==> src/rtl/dcache_snoop_agent.sv <==
// Snooped-side MSI coherence agent for one 2-way L1 dcache: answers controller snoops,
// supplies Modified blocks word by word, then downgrades M->S or invalidates on request.
module dcache_snoop_agent #(
    parameter  int SETS = 8,
    localparam int IDXW = $clog2(SETS),
    localparam int TAGW = 32 - 3 - IDXW
) (
    input  logic                i_clk,
    input  logic                i_rst_n,
    input  logic                i_ccwait,
    input  logic                i_ccinv,
    input  logic [31:0]         i_ccsnoopaddr,
    input  logic                i_dwait,
    output logic                o_cctrans,
    output logic                o_ccwrite,
    output logic [31:0]         o_snp_daddr,
    output logic [31:0]         o_snp_dstore,
    output logic                o_snoop_busy,
    output logic [IDXW-1:0]     o_arr_idx,
    input  logic [2*TAGW-1:0]   i_arr_tag,
    input  logic [3:0]          i_arr_state,
    output logic                o_arr_way,
    output logic                o_arr_word,
    input  logic [31:0]         i_arr_rdata,
    output logic                o_st_wen,
    output logic                o_st_way,
    output logic [IDXW-1:0]     o_st_idx,
    output logic [1:0]          o_st_wdata
);

    localparam logic [2:0] S_IDLE      = 3'd0;
    localparam logic [2:0] S_LOOKUP    = 3'd1;
    localparam logic [2:0] S_WB1       = 3'd2;
    localparam logic [2:0] S_WB2       = 3'd3;
    localparam logic [2:0] S_DOWNGRADE = 3'd4;
    localparam logic [2:0] S_INV       = 3'd5;

    localparam logic [1:0] MSI_I = 2'b00;
    localparam logic [1:0] MSI_S = 2'b01;
    localparam logic [1:0] MSI_M = 2'b10;

    logic [2:0]      r_state;
    logic [2:0]      w_next;
    logic [TAGW-1:0] r_tag;
    logic [IDXW-1:0] r_idx;
    logic            r_way;

    logic [TAGW-1:0] w_tag0;
    logic [TAGW-1:0] w_tag1;
    logic [1:0]      w_st0;
    logic [1:0]      w_st1;
    logic            w_hit0;
    logic            w_hit1;
    logic            w_hit;
    logic            w_hitway;
    logic            w_hitm;
    logic            w_wb;
    logic [2:0]      w_unused_off;

    // Snoops always address the block base, so the offset bits are dropped.
    assign w_unused_off = i_ccsnoopaddr[2:0];

    assign w_tag0   = i_arr_tag[TAGW-1:0];
    assign w_tag1   = i_arr_tag[2*TAGW-1:TAGW];
    assign w_st0    = i_arr_state[1:0];
    assign w_st1    = i_arr_state[3:2];
    // Encoding 11 is illegal and must never count as a valid line.
    assign w_hit0   = ((w_st0 == MSI_S) || (w_st0 == MSI_M)) && (w_tag0 == r_tag);
    assign w_hit1   = ((w_st1 == MSI_S) || (w_st1 == MSI_M)) && (w_tag1 == r_tag);
    assign w_hit    = w_hit0 | w_hit1;
    assign w_hitway = ~w_hit0;
    assign w_hitm   = w_hit0 ? (w_st0 == MSI_M) : (w_hit1 && (w_st1 == MSI_M));

    always_comb begin
        w_next = S_IDLE;
        case (r_state)
            S_IDLE: begin
                if (i_ccwait)
                    w_next = i_ccinv ? S_INV : S_LOOKUP;
            end
            S_LOOKUP: begin
                if (i_ccwait && w_hitm)
                    w_next = S_WB1;
            end
            S_WB1: begin
                if (!i_ccwait)
                    w_next = S_IDLE;
                else if (!i_dwait)
                    w_next = S_WB2;
                else
                    w_next = S_WB1;
            end
            S_WB2: begin
                if (!i_ccwait)
                    w_next = S_IDLE;
                else if (!i_dwait)
                    w_next = S_DOWNGRADE;
                else
                    w_next = S_WB2;
            end
            default: w_next = S_IDLE;
        endcase
    end

    always_ff @(posedge i_clk or negedge i_rst_n) begin
        if (!i_rst_n) begin
            r_state <= S_IDLE;
            r_tag   <= '0;
            r_idx   <= '0;
            r_way   <= 1'b0;
        end else begin
            r_state <= w_next;
            if (r_state == S_IDLE && i_ccwait) begin
                r_tag <= i_ccsnoopaddr[31:32-TAGW];
                r_idx <= i_ccsnoopaddr[3+IDXW-1:3];
            end
            if (r_state == S_LOOKUP)
                r_way <= w_hitway;
        end
    end

    assign w_wb = (r_state == S_WB1) || (r_state == S_WB2);

    // Reset gating keeps every output low while reset is asserted, even if ccwait is high.
    assign o_snoop_busy = i_rst_n & ((r_state != S_IDLE) | i_ccwait);
    assign o_cctrans    = (r_state == S_LOOKUP) | w_wb;
    assign o_ccwrite    = ((r_state == S_LOOKUP) & w_hitm) | w_wb;
    assign o_snp_daddr  = w_wb ? {r_tag, r_idx, (r_state == S_WB2), 2'b00} : 32'h0;
    assign o_snp_dstore = w_wb ? i_arr_rdata : 32'h0;

    assign o_arr_idx    = r_idx;
    assign o_arr_way    = r_way;
    assign o_arr_word   = (r_state == S_WB2);

    assign o_st_idx     = r_idx;
    assign o_st_wen     = (r_state == S_DOWNGRADE) | ((r_state == S_INV) & w_hit);
    assign o_st_way     = (r_state == S_DOWNGRADE) ? r_way :
                          (r_state == S_INV)       ? (w_hit & w_hitway) : 1'b0;
    assign o_st_wdata   = (r_state == S_DOWNGRADE) ? MSI_S : MSI_I;

endmodule

==> config.mk <==
export PLATFORM = sky130hd
export DESIGN_NAME = dcache_snoop_agent
export DESIGN_NICKNAME = d
export VERILOG_FILES = /design/src/rtl/dcache_snoop_agent.sv
export SDC_FILE = /design/constraint.sdc
export NUM_CORES = 1
export LEC_CHECK = 0
export CAP_MARGIN = 20
export CORE_ASPECT_RATIO = 2
export CORE_MARGIN = 3
export CORE_UTILIZATION = 33
export CTS_CLUSTER_DIAMETER = 50
export DETAILED_ROUTE_END_ITERATION = 8
export GPL_ROUTABILITY_DRIVEN = 0
export PLACE_DENSITY = 0.82
export SYNTH_ARGS = -nofsm -noshare
export SYNTH_HDL_FRONTEND = slang
export SYNTH_SLANG_ARGS = --single-unit
export TNS_END_PERCENT = 5
==> constraint.sdc <==
create_clock -name i_clk -period 2.3 [get_ports i_clk]
set_input_delay 0.345 -clock i_clk [delete_from_list [all_inputs] [get_ports i_clk]]
set_output_delay 0.345 -clock i_clk [all_outputs]
set_load 0.05 [all_outputs]
==> results.cfg, run 1 <==
[pwr]
cellPowerDensity_mw_per_mm2 = 432
comb_power_share_pct = 41.0
p_total_uw = 2450
intPower_uw = 1680
pwr-share-clk_pct = 27.1
p_sw_uw = 772
vdd_drop_max_mv = 0.524
seq_power_share_pct = 32.0
leakage_uw = 0.00234
switching_share_pct = 31.5

[timing]
period_share_pct = 118
finalSetupViolCount = 3
setup_slack_ns = -0.409
clock.fmax_mhz = 369
rsz0062_at_grt = yes
min_period_ns = 2.71
timing.hold.ws_ns = 0.133
tightest_slew_ns = 0.587
slew_headroom_pct = 60.8
finalHoldViolations = 0
drv_slew = 0
fin_skew_ns = 0.00180

[grt]
grt_max_degree = 38
grt_overflow = 0
grt.total_usage_pct = 24.2
antenna_found_initial = 0
grt_pass1_vias = 2962
grt_first_pass_wirelength_mm = 15.1

[worst_setup_path]
critical_path_class = flip-flop to output pin
cp_max_fo = 3
cp-start-kind = flip-flop
end_kind = output pin
cp.arrival_ns = 2.36
worstPathRequired_ns = 1.96

[clocking]
h-tree-depth = 2
path_clk_slew_ns = 0.05
cts_tree = done
cts.sinks = 33
numCtsBuffers = 5
clkLatencyLatePin_ns = 0.28
cts_buffer_depth = 2
clock_tree.root_cell = clkbuf_16

[layout]
layout.nets = 601
final_common_cell = clkdlybuf4s50_1
final_cell_mix = clkdlybuf4s50_1 (122), buf_12 (68), and2_1 (62)
nFillCells = 431
final_layout_size_suffix_gt1_share_pct = 34.0
antenna_cells = 0
area_delta_synth_final_pct = 133

[routing]
dr.pass1.iters = 4
drt_iter0_markers = 69
vias = 2702
routed_wl_mm = 10.4
viasPerCell = 4.79
final_antenna_net_count = 0
wl_per_cell_um = 18.5
drc_errors = 0

[placed_design]
place_hpwl_mm = 8.62
io_buffers = 197
dpl_worst_slack_ns = -0.633

[hold_path]
hold_path_class = primary input to asynchronous set/reset pin

[floorplan]
die_h_um = 127
fp-row-count = 43
coreArea_mm2 = 0.00705
initial_core_util_pct = 34.5
pin_count = 204
die-area_mm2 = 0.00850
die_w_um = 66.7

[run_status]
violations = setup timing
status = complete, but fails checks

[job]
cap_violations = 0

[logic_synthesis]
synth-warning-count = 0
netlist_instances = 250
ys_seq_area_share_pct = 33.9
synth_area_mm2 = 0.00243
synth.avg_cell_area_um2 = 9.73
yosysUniqueCellTypes = 31
synth_seq_cells = 33
==> synth_stat cells <==
cell type  number  share of area [%]
xnor2_1        27                9.7
nor3b_1         1               0.31
mux2_2         29                 13
or3b_2          1               0.36
buf_4           7                2.2
dfrtp_1        33                 34
inv_1           3               0.46
nor2b_1         1               0.26
nor3_1          3               0.62
nand4_1         6                1.5
ha_1            2                1.0
nor2_1          4               0.62
nor4_1          8                2.1
xor2_1         26                9.4
or3_2           1               0.31
o41a_1          1               0.46
conb_1          1               0.15
nand2_1         8                1.2
a21oi_1         1               0.21
clkbuf_1        9                1.4
a32o_1          1               0.41
nand2b_1        2               0.51
o31ai_1         1               0.31
o311ai_0        1               0.36
nand3b_1        2               0.62
and2_2          1               0.31
a31oi_1         2               0.51
buf_2           2               0.41
or4_1           2               0.62
nand3_1         2               0.41
and2_1         62                 16
==> final timing paths <==
kind / from / end / slack [ns] / cells past startpoint
setup / recovery: r_tag[16] / o_st_way / -0.41 / 10
hold / removal: i_rst_n / r_tag[12] / 0.13 / 2
setup reg to reg: r_tag[16] / o_arr_way / 0.24 / 9
hold reg to reg: o_arr_idx[0] / o_arr_idx[0] / 0.55 / 1
max in group asynchronous: i_rst_n / r_tag[17] / 1.85 / 2
min in group i_clk: o_arr_idx[0] / o_arr_idx[0] / 0.55 / 1
==> state kept, by name, summed over array words and instances, names as in the netlist <==
signal	flops
o_arr_idx	3
o_arr_way	1
r_tag	26
r_state	3
==> through the flow <==
stage / TNS (ns) / utilization [%] / area, um2 / std cells
global route: -1.35 / 80.5 / 5670 / 564
floorplan: -0.0117 / - / 2480 / 252
CTS: -1.19 / 79.4 / 5600 / 562
finish: -1.18 / 80.5 / 5670 / 564
global placement: -1.70 / 76.4 / 5390 / 552
detailed placement: -1.96 / 76.4 / 5390 / 552
==> power by group through the flow <==
| stage | Sequential [uW] | Combinational (uW) | Clock, uW |
|---|---|---|---|
| 2_1_floorplan | 829 | 412 | 0 |
| 3_3_place_gp | 787 | 929 | 0 |
| 3_5_place_dp | 792 | 954 | 0 |
| 4_1_cts | 782 | 995 | 679 |
| 5_1_grt | 795 | 1070 | 702 |
| 6_report | 783 | 1000 | 663 |
==> worst max-delay path: stages (launching register included) <==
cell	delay, ns
dfrtp_1	0.40
xor2_1	0.16
nor4_2	0.32
buf_4	0.16
nand4_1	0.13
buf_4	0.19
buf_4	0.13
nor3_2	0.20
buf_4	0.17
o31ai_4	0.08
buf_12	0.15
==> cell families after synthesis <==
kind of cell / after synthesis / synth area share (%)
adders and majority gates: 2 / 1.03
other: 1 / 0.154
buffers and inverters: 21 / 4.42
xor gates and xnor gates: 53 / 19.1
and+or+nand+nor: 104 / 25.7
AOI/OAI and AO/OA: 7 / 2.26
muxes: 29 / 13.4
DFF: 33 / 33.9
==> cell type report <==
class	instances	area [um2]	share of cell area (%)
well taps	90	113	1.99
multi-input cells	198	1660	29.2
inverters	3	11.3	0.199
flip-flops and latches	33	826	14.6
clock buffers	7	143	2.52
repair buffers	233	2920	51.5
==> what timing repair did <==
item / 4_1_cts / 5_1_grt
setup buffers: 3 / 2
pin swaps: 9 / 7
endpoints found under the setup margin: 3 / 4
resized for setup: 14 / 11
gates cloned: 0 / 0
hold buffers: 0 / 0
==> per-layer routing <==
layer  share of wire (%)  wire [um]  GRT usage (%)  up-vias
li1                    -          -              -     1265
met1                  29       3060           21.4     1262
met2                  59       6180           48.5      144
met3                 7.0        728           5.01       31
met4                 4.1        431           11.5        0
met5                   0          0              0        -
Note: power is estimated with default switching activity, not from simulation.
==> run 2: changes to the inputs <==
==> constraint.sdc (replaced) <==
create_clock -name i_clk -period 2.3 [get_ports i_clk]
set_input_delay 0.345 -clock i_clk [delete_from_list [all_inputs] [get_ports i_clk]]
set_output_delay 0.345 -clock i_clk [all_outputs]
set_load 0.1 [all_outputs]
==> run 2 against run 1 <==
The run still ends with setup timing left. Global-route usage is 0.59 points higher. Combinational power is 9% higher. Sequential share of layout area is 0.16 points higher. Wire length is 1.0% lower. Hold slack hardly changed. Worst setup slack better by 0.0091 ns. Clock power is 2% lower. Via count is 0.41% lower. Power is 3.1% higher. Non-clock buffer count is 2 lower. Utilization is 0.76 points lower. Highest routed layer unchanged.
==> results.cfg, run 2 (synthesized netlist as in run 1, its figures left out) <==
[clocking]
hold_buffers = 0
cts_tree = done
cts.sinks = 33
numCtsBuffers = 5
path_clk_slew_ns = 0.05
h-tree-depth = 2
clock_tree.root_cell = clkbuf_16
clkLatencyLatePin_ns = 0.28
cts_buffer_depth = 2

[routing]
vias = 2691
wl_per_cell_um = 18.3
final_antenna_net_count = 0
drc_errors = 0
drt_iter0_markers = 85
viasPerCell = 4.78
routed_wl_mm = 10.3
dr.pass1.iters = 4

[grt]
grt_max_degree = 37
grt_busiest_layer = met2
grt_pass1_vias = 3141
grt.total_usage_pct = 24.8
gr-usage-met2_pct = 50.2
use_met1_pct = 21.3
grtUsageMet3_pct = 6.07
grt_overflow = 0
grt_first_pass_wirelength_mm = 15.7
antenna_found_initial = 0

[layout]
area_delta_synth_final_pct = 131
antenna_cells = 0
regMostFlops = r_tag
nFillCells = 426
multiInputGateArea_mm2 = 0.00165
seq_area_um2 = 827
layout.nets = 599
design_area_mm2 = 0.00562
final_layout_size_suffix_gt1_share_pct = 35.5
largest_register_ffs = 26
final_cell_mix = clkdlybuf4s50_1 (108), buf_12 (69), and2_1 (62)
final_common_cell = clkdlybuf4s50_1

[timing]
finalHoldViolations = 0
clock.fmax_mhz = 370
timing.hold.ws_ns = 0.133
finalSetupViolCount = 3
setup_tns_ns = -1.04
min_period_ns = 2.70
fin_skew_ns = 0.00397
period_share_pct = 117
slew_headroom_pct = 60.8
tightest_slew_ns = 0.586
drv_slew = 0
rsz0062_at_grt = yes
setup_slack_ns = -0.399

[floorplan]
die_h_um = 127
die_w_um = 66.7
initial_core_util_pct = 34.5
pin_count = 204
coreArea_mm2 = 0.00705
fp-row-count = 43
die-area_mm2 = 0.00850

[worst_setup_path]
r2r_end = r_state[1]
critical_path_class = flip-flop to output pin
endpoint = o_ccwrite
cp.arrival_ns = 2.35
worstPathRequired_ns = 1.96
worstSetupStartpoint = r_tag[21]
rr_startpoint = r_tag[21]
cp_max_fo = 4
cp-start-kind = flip-flop
end_kind = output pin
rrSetupSlack_ns = 0.33
ff2ff_path_depth = 6

[placed_design]
place_hpwl_mm = 8.61
io_buffers = 197
placed_area_mm2 = 0.00538

[job]
cap_violations = 0

[pwr]
leakage_uw = 0.00231
cellPowerDensity_mw_per_mm2 = 450
vdd_drop_max_mv = 0.423

[hold_path]
hold_path_class = primary input to asynchronous set/reset pin

[run_status]
violations = setup timing
status = complete, but fails checks
-- run 2: cell type report --
cell class | instances | share of cell area [%]
timing repair buffer | 231 | 51.3
multi-input combinational | 198 | 29.3
sequential | 33 | 14.7
clock buffer | 8 | 2.43
tap | 90 | 2.00
inverter | 3 | 0.200
-- run 2: metal layers --
| layer | part of all wire (%) | up-vias |
|---|---|---|
| met3 | 7.6 | 25 |
| met2 | 60 | 148 |
| li1 | - | 1258 |
| met4 | 3.5 | 0 |
| met1 | 29 | 1260 |
| met5 | 0 | - |
-- run 2: how the worst min path moves through the flow --
stage	end	cells past startpoint
after floorplan	o_arr_idx[0]	0
after global placement	r_tag[9]	2
after detailed placement	r_tag[12]	2
after CTS	r_tag[16]	2
after global routing	r_tag[9]	2
final	r_tag[6]	2
-- run 2: per-stage QoR --
step | cells | util (%) | setup slack, ns | power (uW)
floorplan | 252 | - | -0.356 | 1350
global placement | 552 | 76.3 | -0.575 | 1820
detailed placement | 552 | 76.3 | -0.619 | 1850
CTS | 562 | 79.5 | -0.434 | 2540
global route | 563 | 79.7 | -0.511 | 2650
finish | 563 | 79.7 | -0.399 | 2530
-- run 2: repair_timing --
| item | 4_1_cts | 5_1_grt |
|---|---|---|
| gates cloned | 0 | 0 |
| hold endpoints to repair | 0 | 0 |
| setup buffers | 2 | 1 |
| setup endpoints to repair | 3 | 3 |
| gates resized for setup | 29 | 1 |
| pin swaps | 12 | 5 |
-- run 2: critical path, stage by stage (launching register included) --
cell      delay [ns]
dfrtp_1         0.39
xor2_1          0.17
nor4_2          0.32
buf_4           0.16
nand4_1         0.16
or4_4           0.53
nand3b_1        0.16
buf_12          0.19
-- run 2: report_power, final --
| part | internal [uW] | switching [uW] | total (uW) |
|---|---|---|---|
| clock | 403 | 244 | 647 |
| combinational | 558 | 536 | 1090 |
| sequential | 685 | 101 | 786 |
==> run 3: changes to the inputs <==
--- a/config.mk
+++ b/config.mk
@@ -13,6 +13,8 @@
 export DETAILED_ROUTE_END_ITERATION = 8
 export GPL_ROUTABILITY_DRIVEN = 0
 export PLACE_DENSITY = 0.82
+export SKIP_LAST_GASP = 1
+export SLEW_MARGIN = 0
 export SYNTH_ARGS = -nofsm -noshare
 export SYNTH_HDL_FRONTEND = slang
 export SYNTH_SLANG_ARGS = --single-unit
==> run 3 against run 2 <==
The flow still finishes with violations (setup timing). Wire length decreased by 0.38%. Hold slack better by 0.0023 ns. Utilization stayed put. Via count is 0.67% higher. Global-route usage down 0.15 points. Sequential share of layout area about the same. Power shrank 0.32%. Count of clock-buffer cells in the layout did not move. Die area stayed put. Fmax decreased by 0.84%. First-iteration DRC count rose by 2.4%. Critical path type unchanged. Highest routed layer unchanged.
==> results.cfg, run 3 (synthesized netlist as in run 1, its figures left out) <==
[pwr]
switching_share_pct = 34.8
intPower_uw = 1640
comb_power_share_pct = 43.4
leakage_uw = 0.00230
seq_power_share_pct = 31.2
vdd_drop_max_mv = 0.411
pwr-share-clk_pct = 25.5
cellPowerDensity_mw_per_mm2 = 448
p_total_uw = 2520
p_sw_uw = 876

[run_status]
status = complete, but fails checks
violations = setup timing

[layout]
final_layout_size_suffix_gt1_share_pct = 35.2
final_common_cell = clkdlybuf4s50_1
layout.nets = 600
largest_register_ffs = 26
antenna_cells = 0
area_delta_synth_final_pct = 131
design_area_mm2 = 0.00562
layout.cells.non_filler = 564
regMostFlops = r_tag
final_cell_mix = clkdlybuf4s50_1 (110), buf_12 (69), and2_1 (62)

[timing]
fin_skew_ns = 0.00288
clock.fmax_mhz = 367
min_period_ns = 2.72
finalSetupViolCount = 3
finalHoldViolations = 0
drv_slew = 0
period_share_pct = 118
rsz0062_at_grt = yes
tightest_slew_ns = 0.592
timing.hold.ws_ns = 0.135
slew_headroom_pct = 60.5
setup_slack_ns = -0.422

[worst_setup_path]
cpPeakStageDelay_ns = 0.53
rrSetupSlack_ns = 0.24
cp.arrival_ns = 2.38
cp-start-kind = flip-flop
cp_cell_sequence = xor2_1 > nor4_2 > buf_4 > nand4_1 > or4_4 > nand3b_1 > buf_12
end_kind = output pin
cp_max_fo = 4
critical_path_class = flip-flop to output pin
slowest_stage = or4_4
cp.buffers_inverters = 2
critPathTopFamily = simple AND/OR/NAND/NOR gates
rr_startpoint = r_tag[21]
worstPathRequired_ns = 1.96
worstSetupStartpoint = r_tag[21]

[floorplan]
die_w_um = 66.7
initial_core_util_pct = 34.5
die_h_um = 127
die-area_mm2 = 0.00850
fp-row-count = 43
pin_count = 204
coreArea_mm2 = 0.00705

[clocking]
clkLatencyLatePin_ns = 0.28
cts.sinks = 33
clock_tree.root_cell = clkbuf_16
path_clk_slew_ns = 0.05
cts_buffer_depth = 2
cts_tree = done
numCtsBuffers = 5
hold_buffers = 0
h-tree-depth = 2

[routing]
drc_errors = 0
dr.pass1.iters = 4
vias = 2709
final_antenna_net_count = 0
drt_iter0_markers = 87
wl_per_cell_um = 18.2
viasPerCell = 4.80
routed_wl_mm = 10.3

[placed_design]
placed_area_mm2 = 0.00538
io_buffers = 197
place_hpwl_mm = 8.61
dpl_worst_slack_ns = -0.619
placedCellCount = 552

[grt]
grt_first_pass_wirelength_mm = 15.6
grt_max_degree = 37
grt_pass1_vias = 3116
grt.total_usage_pct = 24.7
grt_overflow = 0
antenna_found_initial = 0

[job]
cap_violations = 0

[hold_path]
hold_path_class = primary input to asynchronous set/reset pin
-- run 3: cell count changes in the layout (fill, tap and decap cells not counted), sizes merged --
cell and change:
dlygate4sd2 -2, buf +1, clkdlybuf4s50 +2
-- run 3: routing by layer --
layer  part of all wire (%)  vias to the layer above  track usage (%)
met5                      0                        -                0
met4                    2.9                        0             9.46
met3                    7.9                       20             5.98
met2                     60                      145             50.4
met1                     29                     1279             21.3
li1                       -                     1265                -
-- run 3: final cells by class --
| type | count | area, um2 |
|---|---|---|
| timing repair buffer | 232 | 2890 |
| clock buffer | 8 | 136 |
| sequential | 33 | 826 |
| inverter | 3 | 11.3 |
| fill | 424 | 1430 |
| multi-input combinational | 198 | 1640 |
| tap | 90 | 113 |
-- run 3: power groups by stage --
stage               clock (uW)  combinational [uW]  sequential [uW]
floorplan                    0                 486              868
global placement             0                1030              787
detailed placement           0                1050              793
CTS                        654                1100              786
global route               680                1160              796
finish                     641                1090              785
-- run 3: stage by stage --
step / setup TNS (ns) / util, %
floorplan: -0.814 / -
global placement: -1.72 / 76.3
detailed placement: -1.86 / 76.3
CTS: -1.18 / 79.4
global route: -1.44 / 79.7
finish: -1.20 / 79.7
-- run 3: final timing paths --
check | end | cells past startpoint
min | r_tag[6] | 2
min in group i_clk | o_arr_idx[2] | 1
min reg2reg | o_arr_idx[2] | 1
max in group asynchronous | o_arr_way | 2
max reg2reg | o_arr_way | 9
max | o_ccwrite | 7
-- run 3: timing repair --
item / CTS / global route
pin swaps: 12 / 4
setup buffers: 2 / 2
setup endpoints to repair: 3 / 3
resized for setup: 24 / 2
